File: config.mk
export PLATFORM = sky130hd
export DESIGN_NAME = adc_burst_averager_flat
export DESIGN_NICKNAME = d
export VERILOG_FILES = /design/src/rtl/adc_burst_averager_pkg.sv /design/src/rtl/adc_burst_averager_if.sv /design/src/rtl/adc_accum_pair.sv /design/src/rtl/adc_burst_averager.sv /design/src/flat_wrapper.sv
export SDC_FILE = /design/constraint.sdc
export NUM_CORES = 1
export LEC_CHECK = 0
export CAP_MARGIN = 20
export CORE_MARGIN = 4
export CORE_UTILIZATION = 52
export DETAILED_ROUTE_END_ITERATION = 16
export DONT_BUFFER_PORTS = 1
export PLACE_DENSITY = 0.67
export RECOVER_POWER = 25
export SKIP_CTS_REPAIR_TIMING = 1
export SYNTH_ARGS = -nofsm -noshare
export SYNTH_HDL_FRONTEND = slang
export SYNTH_SLANG_ARGS = --single-unit
File: constraint.sdc
create_clock -name CLK -period 4.5 [get_ports CLK]
set_input_delay 0.45 -clock CLK [delete_from_list [all_inputs] [get_ports CLK]]
set_output_delay 0.45 -clock CLK [all_outputs]
set_load 0.02 [all_outputs]
File: src/rtl/adc_burst_averager_pkg.sv
// Shared types and constants for the ADC burst averager.
// Holds the control-state encoding and the accumulator width rule.
package adc_burst_averager_pkg;

  localparam int ADC_BITS = 14;

  typedef enum logic [2:0] {
    INIT,
    IDLE,
    TRIG,
    WAIT_LOW,
    WAIT_HIGH,
    GAP,
    DONE
  } state_e;

  // A burst of 2^sample_log2 full-scale samples fits without overflow.
  function automatic int sum_width(input int sample_log2);
    return ADC_BITS + sample_log2;
  endfunction

endpackage

File: src/rtl/adc_burst_averager_if.sv
// Bundles the ADC-controller handshake and the host-side result bus.
// master = averager side, slave = controller/host side.
interface adc_burst_averager_if;
  import adc_burst_averager_pkg::*;

  logic                start;
  logic                adc_enable;
  logic                adc_reset;
  logic                adc_ready;
  logic [ADC_BITS-1:0] adc_out_a;
  logic [ADC_BITS-1:0] adc_out_b;
  logic [ADC_BITS-1:0] avg_a;
  logic [ADC_BITS-1:0] avg_b;
  logic                avg_valid;
  logic                busy;
  logic                timeout_err;

  modport master (
    input  start,
    input  adc_ready,
    input  adc_out_a,
    input  adc_out_b,
    output adc_enable,
    output adc_reset,
    output avg_a,
    output avg_b,
    output avg_valid,
    output busy,
    output timeout_err
  );

  modport slave (
    output start,
    output adc_ready,
    output adc_out_a,
    output adc_out_b,
    input  adc_enable,
    input  adc_reset,
    input  avg_a,
    input  avg_b,
    input  avg_valid,
    input  busy,
    input  timeout_err
  );

endinterface

File: src/rtl/adc_accum_pair.sv
// Two-channel sample accumulator with a registered truncated average.
// The average registers only move on latch, so they hold across bursts.
module adc_accum_pair
  import adc_burst_averager_pkg::*;
#(
  parameter int SAMPLE_LOG2 = 3
) (
  input  logic                clk,
  input  logic                rst_n,
  input  logic                clr,
  input  logic                add,
  input  logic                latch,
  input  logic [ADC_BITS-1:0] in_a,
  input  logic [ADC_BITS-1:0] in_b,
  output logic [ADC_BITS-1:0] avg_a,
  output logic [ADC_BITS-1:0] avg_b
);

  localparam int SUM_W = sum_width(SAMPLE_LOG2);

  logic [ADC_BITS-1:0] in_v  [2];
  logic [ADC_BITS-1:0] avg_v [2];

  assign in_v[0] = in_a;
  assign in_v[1] = in_b;

  genvar gi;
  for (gi = 0; gi < 2; gi++) begin : g_chan
    logic [SUM_W-1:0]    sum_q;
    logic [SUM_W-1:0]    sum_d;
    logic [ADC_BITS-1:0] avg_q;
    logic [ADC_BITS-1:0] avg_d;

    always_comb begin
      sum_d = sum_q;
      if (clr) begin
        sum_d = '0;
      end else if (add) begin
        sum_d = sum_q + SUM_W'(in_v[gi]);
      end
      avg_d = avg_q;
      if (latch) begin
        avg_d = ADC_BITS'(sum_q >> SAMPLE_LOG2);
      end
    end

    always_ff @(posedge clk or negedge rst_n) begin
      if (!rst_n) begin
        sum_q <= '0;
        avg_q <= '0;
      end else begin
        sum_q <= sum_d;
        avg_q <= avg_d;
      end
    end

    assign avg_v[gi] = avg_q;
  end

  assign avg_a = avg_v[0];
  assign avg_b = avg_v[1];

endmodule

File: src/rtl/adc_burst_averager.sv
// Drives the ADC readout controller through init and timed conversion bursts,
// averaging both channels and aborting to re-init if the converter stalls.
module adc_burst_averager
  import adc_burst_averager_pkg::*;
#(
  parameter int SAMPLE_LOG2 = 3,
  parameter int PERIOD      = 200,
  parameter int TIMEOUT     = 1000
) (
  input  logic CLK,
  input  logic RST_N,
  adc_burst_averager_if.master bus
);

  localparam int NSAMP   = 1 << SAMPLE_LOG2;
  localparam int CNT_W   = SAMPLE_LOG2 + 1;
  localparam int AGE_MAX = (PERIOD > TIMEOUT) ? PERIOD : TIMEOUT;
  localparam int AGE_W   = $clog2(AGE_MAX + 1);

  state_e           state_q, state_d;
  logic [1:0]       init_cnt_q, init_cnt_d;
  logic [AGE_W-1:0] age_q, age_d;
  logic [CNT_W-1:0] cnt_q, cnt_d;
  logic             adc_enable_q, adc_enable_d;
  logic             adc_reset_q, adc_reset_d;
  logic             avg_valid_q, avg_valid_d;
  logic             busy_q, busy_d;
  logic             timeout_err_q, timeout_err_d;
  logic             acc_clr, acc_add, acc_latch;

  always_comb begin
    state_d       = state_q;
    init_cnt_d    = 2'd0;
    cnt_d         = cnt_q;
    timeout_err_d = timeout_err_q;
    acc_clr       = 1'b0;
    acc_add       = 1'b0;
    acc_latch     = 1'b0;

    unique case (state_q)
      INIT: begin
        init_cnt_d = (init_cnt_q == 2'd3) ? init_cnt_q : init_cnt_q + 2'd1;
        // Ready is only trusted once our own reset pulse has finished.
        if ((init_cnt_q == 2'd3) && bus.adc_ready) begin
          state_d = IDLE;
        end
      end
      IDLE: begin
        if (bus.start && !busy_q) begin
          acc_clr       = 1'b1;
          cnt_d         = '0;
          timeout_err_d = 1'b0;
          state_d       = TRIG;
        end
      end
      TRIG: begin
        if (age_q == AGE_W'(1)) begin
          state_d = WAIT_LOW;
        end
      end
      WAIT_LOW: begin
        if (!bus.adc_ready) begin
          state_d = WAIT_HIGH;
        end else if (age_q >= AGE_W'(TIMEOUT - 1)) begin
          timeout_err_d = 1'b1;
          acc_clr       = 1'b1;
          cnt_d         = '0;
          init_cnt_d    = 2'd1;
          state_d       = INIT;
        end
      end
      WAIT_HIGH: begin
        if (bus.adc_ready) begin
          acc_add = 1'b1;
          cnt_d   = cnt_q + CNT_W'(1);
          state_d = (cnt_d == CNT_W'(NSAMP)) ? DONE : GAP;
        end else if (age_q >= AGE_W'(TIMEOUT - 1)) begin
          timeout_err_d = 1'b1;
          acc_clr       = 1'b1;
          cnt_d         = '0;
          init_cnt_d    = 2'd1;
          state_d       = INIT;
        end
      end
      GAP: begin
        if (age_q >= AGE_W'(PERIOD - 1)) begin
          state_d = TRIG;
        end
      end
      DONE: begin
        acc_latch = 1'b1;
        state_d   = IDLE;
      end
      default: begin
        state_d = INIT;
      end
    endcase
  end

  // One age counter serves both trigger spacing and timeout: both restart at the first TRIG cycle.
  always_comb begin
    age_d = age_q;
    if ((state_d == TRIG) && (state_q != TRIG)) begin
      age_d = '0;
    end else if (age_q != AGE_W'(AGE_MAX)) begin
      age_d = age_q + AGE_W'(1);
    end
  end

  always_comb begin
    adc_enable_d = (state_d == TRIG);
    adc_reset_d  = (state_d == INIT) && ((init_cnt_d == 2'd1) || (init_cnt_d == 2'd2));
    avg_valid_d  = (state_q == DONE);
    // Keep busy through the avg_valid cycle so a coincident start is refused.
    busy_d       = (state_d != IDLE) || (state_q == DONE);
  end

  always_ff @(posedge CLK or negedge RST_N) begin
    if (!RST_N) begin
      state_q       <= INIT;
      init_cnt_q    <= 2'd0;
      age_q         <= '0;
      cnt_q         <= '0;
      adc_enable_q  <= 1'b0;
      adc_reset_q   <= 1'b0;
      avg_valid_q   <= 1'b0;
      busy_q        <= 1'b1;
      timeout_err_q <= 1'b0;
    end else begin
      state_q       <= state_d;
      init_cnt_q    <= init_cnt_d;
      age_q         <= age_d;
      cnt_q         <= cnt_d;
      adc_enable_q  <= adc_enable_d;
      adc_reset_q   <= adc_reset_d;
      avg_valid_q   <= avg_valid_d;
      busy_q        <= busy_d;
      timeout_err_q <= timeout_err_d;
    end
  end

  adc_accum_pair #(
    .SAMPLE_LOG2(SAMPLE_LOG2)
  ) u_accum (
    .clk   (CLK),
    .rst_n (RST_N),
    .clr   (acc_clr),
    .add   (acc_add),
    .latch (acc_latch),
    .in_a  (bus.adc_out_a),
    .in_b  (bus.adc_out_b),
    .avg_a (bus.avg_a),
    .avg_b (bus.avg_b)
  );

  assign bus.adc_enable  = adc_enable_q;
  assign bus.adc_reset   = adc_reset_q;
  assign bus.avg_valid   = avg_valid_q;
  assign bus.busy        = busy_q;
  assign bus.timeout_err = timeout_err_q;

endmodule
File: src/flat_wrapper.sv
// flat-port wrapper written by rule: the top's interface ports become plain ports
module adc_burst_averager_flat import adc_burst_averager_pkg::*;
#(
  parameter int SAMPLE_LOG2 = 3,
  parameter int PERIOD      = 200,
  parameter int TIMEOUT     = 1000
)
  (CLK, RST_N, bus_start, bus_adc_ready, bus_adc_out_a, bus_adc_out_b, bus_adc_enable, bus_adc_reset, bus_avg_a, bus_avg_b, bus_avg_valid, bus_busy, bus_timeout_err);
  adc_burst_averager_if bus_i ();
  input  logic CLK;
  input  logic RST_N;
  input wire logic [$bits(bus_i.start)-1:0] bus_start;
  input wire logic [$bits(bus_i.adc_ready)-1:0] bus_adc_ready;
  input wire logic [$bits(bus_i.adc_out_a)-1:0] bus_adc_out_a;
  input wire logic [$bits(bus_i.adc_out_b)-1:0] bus_adc_out_b;
  output wire logic [$bits(bus_i.adc_enable)-1:0] bus_adc_enable;
  output wire logic [$bits(bus_i.adc_reset)-1:0] bus_adc_reset;
  output wire logic [$bits(bus_i.avg_a)-1:0] bus_avg_a;
  output wire logic [$bits(bus_i.avg_b)-1:0] bus_avg_b;
  output wire logic [$bits(bus_i.avg_valid)-1:0] bus_avg_valid;
  output wire logic [$bits(bus_i.busy)-1:0] bus_busy;
  output wire logic [$bits(bus_i.timeout_err)-1:0] bus_timeout_err;
  assign bus_i.start = bus_start;
  assign bus_i.adc_ready = bus_adc_ready;
  assign bus_i.adc_out_a = bus_adc_out_a;
  assign bus_i.adc_out_b = bus_adc_out_b;
  assign bus_adc_enable = bus_i.adc_enable;
  assign bus_adc_reset = bus_i.adc_reset;
  assign bus_avg_a = bus_i.avg_a;
  assign bus_avg_b = bus_i.avg_b;
  assign bus_avg_valid = bus_i.avg_valid;
  assign bus_busy = bus_i.busy;
  assign bus_timeout_err = bus_i.timeout_err;
  adc_burst_averager #(.SAMPLE_LOG2(SAMPLE_LOG2), .PERIOD(PERIOD), .TIMEOUT(TIMEOUT)) u_core (.CLK(CLK), .RST_N(RST_N), .bus(bus_i));
endmodule
==> results of run 1 <==
## cell families after synthesis
| family | share of synthesized area, % |
|---|---|
| AO/OA/AOI/OAI | 18.7 |
| XOR/XNOR | 4.02 |
| adder cells (fa/ha/maj) | 8.78 |
| buffers and inverters | 3.97 |
| flip-flops | 42.9 |
| multiplexers | 0.998 |
| AND/OR/NAND/NOR | 20.6 |
## stage by stage
step	worst slack (ps)	utilization, %	instances
finish	1870	56.4	688
global placement	1920	54.4	671
floorplan	2130	-	563
detailed placement	1860	54.4	671
global route	1660	56.4	688
CTS	1880	56.3	687
## routing by layer
layer	track usage [%]	share of wire [%]	wire length, um
met3	4.61	5.3	584
met5	0	0	0
met2	30.7	46	5020
met4	5.27	1.2	128
met1	28.7	48	5230
## power by group through the flow
stage	sequential [mW]	clock, mW	combinational [mW]
after CTS	1.37	0.520	1.35
final	1.37	0.510	1.37
after floorplan	1.29	0	1.15
after global routing	1.41	0.555	1.56
after global placement	1.37	0	1.31
after detailed placement	1.38	0	1.34
## sequential cells by signal (all words and copies together), names as in the netlist
register / count
u_core.cnt_q: 4
u_core.state_q: 3
u_core.init_cnt_q: 2
u_core.bus.avg_valid: 1
u_core.u_accum.avg_a: 14
u_core.bus.timeout_err: 1
u_core.age_q: 10
u_core.u_accum.avg_b: 14
u_core.u_accum.g_chan.sum_q: 34
u_core.bus.busy: 1
u_core.bus.adc_reset: 1
u_core.bus.adc_enable: 1
## how the worst max path moves through the flow
stage,startpoint,to,slack [ps],depth (start not counted)
final,u_core.u_accum.g_chan[1].sum_q[0]$_DFFE_PN0P_,u_core.u_accum.g_chan[1].sum_q[12]$_DFFE_PN0P_,1870,9
after global routing,u_core.age_q[0]$_DFFE_PN0P_,u_core.cnt_q[2]$_DFFE_PN0P_,1660,6
after CTS,u_core.state_q[0]$_DFF_PN0_,u_core.cnt_q[2]$_DFFE_PN0P_,1880,5
after detailed placement,bus_adc_out_b[0],u_core.u_accum.g_chan[1].sum_q[12]$_DFFE_PN0P_,1860,9
after global placement,bus_adc_out_b[0],u_core.u_accum.g_chan[1].sum_q[12]$_DFFE_PN0P_,1920,9
after floorplan,bus_adc_out_b[0],u_core.u_accum.g_chan[1].sum_q[12]$_DFFE_PN0P_,2130,9
## Yosys cell counts, types with 4 or more instances
library cell,n
nor3_1,11
nor2b_1,6
a211oi_1,7
nand4_1,11
nor2_1,38
clkbuf_1,18
a21oi_1,25
and2_1,4
and3_1,4
nand3_1,15
dfrtp_1,85
buf_6,4
nor3b_1,4
a21o_1,9
nand2b_1,5
o21ai_0,47
nand2_1,117
o21a_1,12
a32o_1,4
ha_1,32
a22o_1,5
inv_1,21
xnor2_1,9
mux2i_1,5
xor2_1,14
o211ai_1,6
o31ai_1,4
## worst max-delay path: cells and delay by family, from the launching register on
family,cells,cell delay [ps]
flip-flops,1,410
AO/OA/AOI/OAI,4,1250
AND/OR/NAND/NOR,2,370
adder cells (fa/ha/maj),2,420
buffers and inverters,1,70
## final cells by class
class | count | share of cell area [%]
multi-input combinational | 432 | 50.6
sequential | 86 | 40.9
tap | 129 | 3.07
clock buffer | 9 | 2.35
inverter | 22 | 1.57
clock inverter | 7 | 1.07
timing repair buffer | 3 | 0.381
==> flow_summary.yaml, run 1 <==
logic_synthesis:
  yosysTopAreaCell: "dfrtp_1"
  synth_edf_count: 0
  synth_top_flop_cell: "dfrtp_1"
  syn_avg_cell_area_um2: 8.91
  ys_warn_count: 0
  yosysSeqAreaShare_pct: 42.9
  synth_area_leaders: "dfrtp_1 (42%), nand2_1 (8.8%), ha_1 (8.0%)"
  synth_cell_types: 58
  ys_ff_latch: 86
  yosysTopAreaCellShare_pct: 42.4
  syn-num-nets: 629
  synth_cells: 563
  synthArstFlopShare_pct: 100
  netlist_area_um2: 5010
routing:
  wl_mm: 11.0
  drtIter0Drc: 191
  first_pass_iters: 4
  via_per_inst: 5.76
  wire_per_inst_um: 15.9
  route.vias.total: 3962
  drc_errors: 0
  ant_nets: 0
placement:
  io_buffers: 0
  placed_cell_area_um2: 5070
  place_congestion: 0.890
  dp_hpwl_mm: 7.75
critical_path:
  rr_startpoint: "u_core.u_accum.g_chan[1].sum_q[0]$_DFFE_PN0P_"
  rrSetupSlack_ps: 1870
  r2r-end: "u_core.u_accum.g_chan[1].sum_q[12]$_DFFE_PN0P_"
  cp_cell_sequence: "ha_1 > inv_1 > fa_1 > nor2b_1 > o31ai_1 > a21oi_1 > o31a_1 > or3_1 > a32o_1"
  cp_slowest_cell: "o31ai_1"
  worst-r2r-cell-count: 9
  endpoint_kind: "flop"
  worstPathMaxFanout: 4
  start_kind: "flop"
  worst-setup-path-type: "reg2reg"
  arrival_ps: 2880
  cp.required_ps: 4750
  cpPeakStageDelay_ps: 470
timing:
  setup_viol: 0
  layout_min_cycle_time_ps: 2630
  max_slew_margin_pct: -41.4
  tightest_slew_ps: 2120
  slew_violations: 87
  timing.hold.ws_ps: 336
  fin_tns_setup_ps: 0
  finalCritPeriodShare_pct: 58.4
  fmax_ghz: 0.380
  fin_skew_ps: 13.4
  hold_viol: 0
  rsz0062_at_grt: "no"
floorplan:
  core_um2: 9330
  rows: 35
  num_io_pins: 65
  die_y_um: 106
  die_w_um: 106
  dieArea_um2: 11300
  initial_utilization_pct: 53.8
final_layout:
  drive_above_1_share_pct: 5.01
  final_cell_mix: "nand2_1 (117), dfrtp_1 (85), o21ai_0 (47)"
  nFillCells: 837
  final_common_cell: "nand2_1"
  area_delta_synth_final_pct: 4.89
  stdcell_area_um2: 5260
  multiInputGateArea_um2: 2660
  n_antenna_cell: 0
  nNetsFinal: 620
  regArea_um2: 2150
clock_tree:
  cts_buffers: 9
  insertion_delay_ps: 360
  htreeDepth: 3
  clock_sinks: 86
  cts_tree: "built"
  cts_root_buf: "clkbuf_8"
  path_clk_slew_ps: 100
  clockBufferDepth: 2
min_path:
  worstHoldEndpoint: "u_core.bus.busy$_DFF_PN1_"
  hold_path_startpoint: "bus_adc_ready"
  whs_path_depth: 2
  hp-class: "in2reg"
power_and_ir_drop:
  combPwrFrac_pct: 42.2
  switching_share_pct: 43.7
  finalPower_mw: 3.24
  p_per_area_nw_per_um2: 617
  power.internal_mw: 1.83
  p_leak_nw: 2.45
  p_sw_mw: 1.42
  pwr-share-seq_pct: 42.1
  power_frac_clock_pct: 15.7
  ir_worst_vdd_mv: 0.247
global_routing:
  grt_antenna_before_repair: 0
  grt_pass1_vias: 3739
  track_usage_pct: 20.1
  grt.overflow.total: 0
  grt_max_degree: 87
  grt_pass1_wl_mm: 18.4
run_status:
  violations: "capacitance limit, slew limit"
  status: "complete, but fails checks"
flow_run:
  maxCapViolations: 1
Power figures use the tool's default switching activity.
==> inputs of run 2 (changes only) <==
==> constraint.sdc (replaced) <==
create_clock -name CLK -period 2.7 [get_ports CLK]
set_input_delay 0.27 -clock CLK [delete_from_list [all_inputs] [get_ports CLK]]
set_output_delay 0.27 -clock CLK [all_outputs]
set_load 0.02 [all_outputs]
==> run 2 against run 1 <==
Compared with the run above:
- the flow still finishes with violations (capacitance limit, slew limit)
- die area is the same
- count of clock-buffer cells in the layout grew 2
- global-route usage grew 0.73 points
- fmax grew 7.8%
- largest cell class unchanged
- highest routed layer unchanged
==> flow_summary.yaml, run 2 (synthesis results as in run 1) <==
run_status:
  status: "complete, but fails checks"
  violations: "capacitance limit, slew limit"
global_routing:
  grt_pass1_vias: 4025
  track_usage_pct: 20.8
  grt_max_degree: 87
  grt-busiest-layer: "met2"
  grt_antenna_before_repair: 0
  use_met1_pct: 27.7
  grt_util_met2_pct: 33.7
  grt_use_met3_pct: 4.55
  grt_pass1_wl_mm: 19.2
  grt.overflow.total: 0
routing:
  first_pass_iters: 5
  drc_errors: 0
  via_per_inst: 5.72
  wl_mm: 11.1
  drtIter0Drc: 220
  wire_per_inst_um: 15.9
  route.vias.total: 3994
  ant_nets: 0
timing:
  fmax_ghz: 0.410
  layout_min_cycle_time_ps: 2440
  slew_violations: 87
  finalCritPeriodShare_pct: 90.3
  fin_skew_ps: 16.8
  max_slew_margin_pct: -25.4
  tightest_slew_ps: 1880
  hold_viol: 0
  rsz0062_at_grt: "no"
  fin_tns_setup_ps: 0
  timing.hold.ws_ps: 152
  setup_viol: 0
  timing.final.ws_setup_ps: 261
final_layout:
  drive_above_1_share_pct: 6.15
  n_antenna_cell: 0
  postLayoutCoreUtil_pct: 57.3
  stdcell_area_um2: 5350
  area_delta_synth_final_pct: 6.66
  multiInputGateArea_um2: 2660
  nFillCells: 852
  final_cell_mix: "nand2_1 (117), dfrtp_1 (85), o21ai_0 (47)"
  top_register: "u_core.u_accum.g_chan.sum_q"
  nNetsFinal: 630
  regArea_um2: 2150
  largest_register_ffs: 34
  final_common_cell: "nand2_1"
  fin_cells: 698
power_and_ir_drop:
  power_frac_clock_pct: 16.2
  pwr-share-seq_pct: 40.8
  p_per_area_nw_per_um2: 1030
  power.internal_mw: 3.19
  p_sw_mw: 2.33
  finalPower_mw: 5.52
  combPwrFrac_pct: 43.0
  switching_share_pct: 42.2
  ir_worst_vdd_mv: 0.422
  p_leak_nw: 2.51
clock_tree:
  clockBufferDepth: 2
  cts_tree: "built"
  cts_root_buf: "clkbuf_8"
  cts_buffers: 9
  clock_sinks: 86
  insertion_delay_ps: 350
  htreeDepth: 3
  path_clk_slew_ps: 90
placement:
  place_ws_ps: 297
  place_congestion: 0.921
  dp_cells: 680
  placed_cell_area_um2: 5140
  dp_hpwl_mm: 7.98
  io_buffers: 0
critical_path:
  rr_startpoint: "u_core.u_accum.g_chan[0].sum_q[0]$_DFFE_PN0P_"
  worstPathMaxFanout: 4
  cp_slowest_cell: "fa_1"
  start_kind: "flop"
  cpPeakStageDelay_ps: 370
  path_buf_inv: 1
  cp.required_ps: 2970
  worst-r2r-cell-count: 9
  crit_family: "compound AO/OA/AOI/OAI gates"
  worst-setup-path-type: "reg2reg"
  cp_cell_sequence: "ha_1 > inv_1 > fa_1 > nand2b_1 > a21oi_1 > o311ai_0 > a31o_2 > nand3_1 > nor3b_1"
  r2r-end: "u_core.u_accum.g_chan[0].sum_q[16]$_DFFE_PN0P_"
  endpoint_kind: "flop"
  rrSetupSlack_ps: 260
  arrival_ps: 2710
floorplan:
  dieArea_um2: 11300
  die_w_um: 106
  initial_utilization_pct: 53.8
  core_um2: 9330
  num_io_pins: 65
  die_y_um: 106
  rows: 35
min_path:
  whs_path_depth: 2
  worstHoldEndpoint: "u_core.bus.busy$_DFF_PN1_"
  hp-class: "in2reg"
  hold_path_startpoint: "bus_adc_ready"
flow_run:
  maxCapViolations: 1
## run 2: cell types whose count changed in the layout (fill, tap and decap cells not counted), sizes merged
cell         previous run  this run
inv                    23        21
bufinv                  0         1
dlygate4sd3             0         1
buf                     2        12
clkinvlp                4         1
clkinv                  2         4
clkbuf                 10        11
## run 2: worst max path at each step
stage | startpoint | to | cells after the start
detailed placement | u_core.u_accum.g_chan[0].sum_q[0]$_DFFE_PN0P_ | u_core.u_accum.g_chan[0].sum_q[16]$_DFFE_PN0P_ | 9
finish | u_core.u_accum.g_chan[0].sum_q[0]$_DFFE_PN0P_ | u_core.u_accum.g_chan[0].sum_q[16]$_DFFE_PN0P_ | 9
CTS | u_core.u_accum.g_chan[0].sum_q[0]$_DFFE_PN0P_ | u_core.u_accum.g_chan[0].sum_q[16]$_DFFE_PN0P_ | 9
global route | RST_N | u_core.age_q[1]$_DFFE_PN0P_ | 2
global placement | u_core.u_accum.g_chan[1].sum_q[1]$_DFFE_PN0P_ | u_core.u_accum.g_chan[1].sum_q[13]$_DFFE_PN0P_ | 7
floorplan | u_core.u_accum.g_chan[1].sum_q[0]$_DFFE_PN0P_ | u_core.u_accum.g_chan[1].sum_q[12]$_DFFE_PN0P_ | 9
## run 2: area by class of cell
type | count | share of cell area (%)
clock buffer | 11 | 2.46
inverter | 22 | 1.54
sequential | 86 | 40.3
tap | 129 | 3.02
timing repair buffer | 13 | 1.82
clock inverter | 5 | 1.12
multi-input combinational | 432 | 49.8
## run 2: layer usage
| metal | wire, um | share of wire (%) |
|---|---|---|
| met5 | 0 | 0 |
| met3 | 630 | 5.7 |
| met2 | 5190 | 47 |
| met4 | 172 | 1.6 |
| met1 | 5090 | 46 |
## run 2: power groups by stage
stage | logic [mW] | registers, mW | clock network (mW)
3_3_place_gp | 2.26 | 2.26 | 0
3_5_place_dp | 2.33 | 2.28 | 0
2_1_floorplan | 1.92 | 2.15 | 0
5_1_grt | 2.73 | 2.32 | 0.977
4_1_cts | 2.36 | 2.25 | 0.924
6_report | 2.37 | 2.25 | 0.896
==> inputs of run 3 (changes only) <==
--- a/config.mk
+++ b/config.mk
@@ -10,6 +10,7 @@
 export CORE_UTILIZATION = 52
 export DETAILED_ROUTE_END_ITERATION = 16
 export DONT_BUFFER_PORTS = 1
+export MAX_ROUTING_LAYER = met4
 export PLACE_DENSITY = 0.67
 export RECOVER_POWER = 25
 export SKIP_CTS_REPAIR_TIMING = 1
==> run 3 against run 2 <==
Compared with the run above:
- the run still ends with capacitance limit, slew limit left
- clock power about the same
- global-route usage increased by 0.60 points
- power about the same
- clock skew decreased by 1.2 ps
- core utilization unchanged
- non-clock buffer count unchanged
- fmax increased by 0.22%
- register-to-register slack about the same
- worst hold slack got worse by 0.51 ps
- combinational power about the same
==> flow_summary.yaml, run 3 (synthesis results as in run 1) <==
routing:
  ant_nets: 0
  wire_per_inst_um: 15.9
  route.vias.total: 3980
  drtIter0Drc: 216
  via_per_inst: 5.70
  drc_errors: 0
  first_pass_iters: 4
  wl_mm: 11.1
power_and_ir_drop:
  p_per_area_nw_per_um2: 1030
  switching_share_pct: 42.2
  combPwrFrac_pct: 43.0
  power_frac_clock_pct: 16.2
  ir_worst_vdd_mv: 0.422
  p_sw_mw: 2.33
  pwr-share-seq_pct: 40.8
  p_leak_nw: 2.51
  power.internal_mw: 3.19
final_layout:
  nNetsFinal: 630
  fin_cells: 698
  drive_above_1_share_pct: 6.15
  largest_register_ffs: 34
  n_antenna_cell: 0
  stdcell_area_um2: 5350
  final_common_cell: "nand2_1"
  area_delta_synth_final_pct: 6.66
  top_register: "u_core.u_accum.g_chan.sum_q"
  final_cell_mix: "nand2_1 (117), dfrtp_1 (85), o21ai_0 (47)"
placement:
  placed_cell_area_um2: 5140
  place_congestion: 0.938
  io_buffers: 0
  dp_hpwl_mm: 7.98
  dp_cells: 680
  place_ws_ps: 297
floorplan:
  dieArea_um2: 11300
  core_um2: 9330
  die_y_um: 106
  initial_utilization_pct: 53.8
  die_w_um: 106
  rows: 35
  num_io_pins: 65
min_path:
  hold_path_startpoint: "bus_adc_ready"
  hp-class: "in2reg"
clock_tree:
  cts_buffers: 9
  path_clk_slew_ps: 90
  clockBufferDepth: 2
  insertion_delay_ps: 350
  cts_root_buf: "clkbuf_8"
  clock_sinks: 86
  cts_tree: "built"
  htreeDepth: 3
global_routing:
  grt_pass1_vias: 4032
  grt_pass1_wl_mm: 19.2
  grt_use_met3_pct: 4.31
  track_usage_pct: 21.4
  grt_antenna_before_repair: 0
  grt-busiest-layer: "met2"
  grt_max_degree: 87
  grt_util_met2_pct: 33.7
  grt.overflow.total: 0
  use_met1_pct: 27.9
timing:
  max_slew_margin_pct: -24.5
  rsz0062_at_grt: "no"
  setup_viol: 0
  tightest_slew_ps: 1870
  finalCritPeriodShare_pct: 90.1
  layout_min_cycle_time_ps: 2430
  hold_viol: 0
  timing.hold.ws_ps: 151
  fin_skew_ps: 15.6
  fmax_ghz: 0.411
  timing.final.ws_setup_ps: 267
  slew_violations: 87
  fin_tns_setup_ps: 0
critical_path:
  worstPathMaxFanout: 4
  critPathLaunch: "u_core.u_accum.g_chan[0].sum_q[0]$_DFFE_PN0P_"
  rr_startpoint: "u_core.u_accum.g_chan[0].sum_q[0]$_DFFE_PN0P_"
  start_kind: "flop"
  cp.required_ps: 2970
  arrival_ps: 2700
  endpoint_kind: "flop"
  worst-setup-path-type: "reg2reg"
run_status:
  status: "complete, but fails checks"
  violations: "capacitance limit, slew limit"
flow_run:
  maxCapViolations: 1
[run 3: cell type report]
type,count,area (um2)
fillers,852,3980
well taps,129,161
clock buffers,11,131
multi-input cells,432,2660
clock inverters,5,60.1
flip-flops and latches,86,2150
inverters,22,82.6
repair buffers,13,97.6
[run 3: worst paths after layout]
check,end,cells past startpoint,slack [ps]
worst max-delay path,u_core.u_accum.g_chan[0].sum_q[16]$_DFFE_PN0P_,9,270
worst min-delay path,u_core.bus.busy$_DFF_PN1_,2,150
worst max register to register,u_core.u_accum.g_chan[0].sum_q[16]$_DFFE_PN0P_,9,270
worst min register to register,u_core.u_accum.g_chan[1].sum_q[16]$_DFFE_PN0P_,1,480
max in group asynchronous,u_core.u_accum.avg_b[2]$_DFFE_PN0P_,2,580
min in group asynchronous,u_core.bus.adc_reset$_DFF_PN0_,2,990
[run 3: routing by layer]
layer	routed length, um	vias to the layer above	share of wire (%)
met5	0	-	0
met4	144	0	1.3
met3	538	10	4.9
met2	5170	75	47
met1	5240	1915	47
li1	-	1980	-
[run 3: per-stage QoR]
stage	power (mW)	utilization, %
after detailed placement	4.61	55.1
after global placement	4.52	55.1
after global routing	6.03	57.3
final	5.52	57.3
after floorplan	4.07	-
after CTS	5.53	57.2
[run 3: critical path, stage by stage, from the launching register on]
cell,delay (ps)
dfrtp_1,350
ha_1,190
inv_1,60
fa_1,370
nand2b_1,200
a21oi_1,330
o311ai_0,300
a31o_2,330
nand3_1,70
nor3b_1,160
[run 3: power by group through the flow]
stage          registers, mW  logic [mW]  clock network [mW]
2_1_floorplan           2.15        1.92                   0
3_3_place_gp            2.26        2.26                   0
3_5_place_dp            2.28        2.33                   0
4_1_cts                 2.25        2.36               0.924
5_1_grt                 2.32        2.73               0.978
6_report                2.25        2.37               0.897
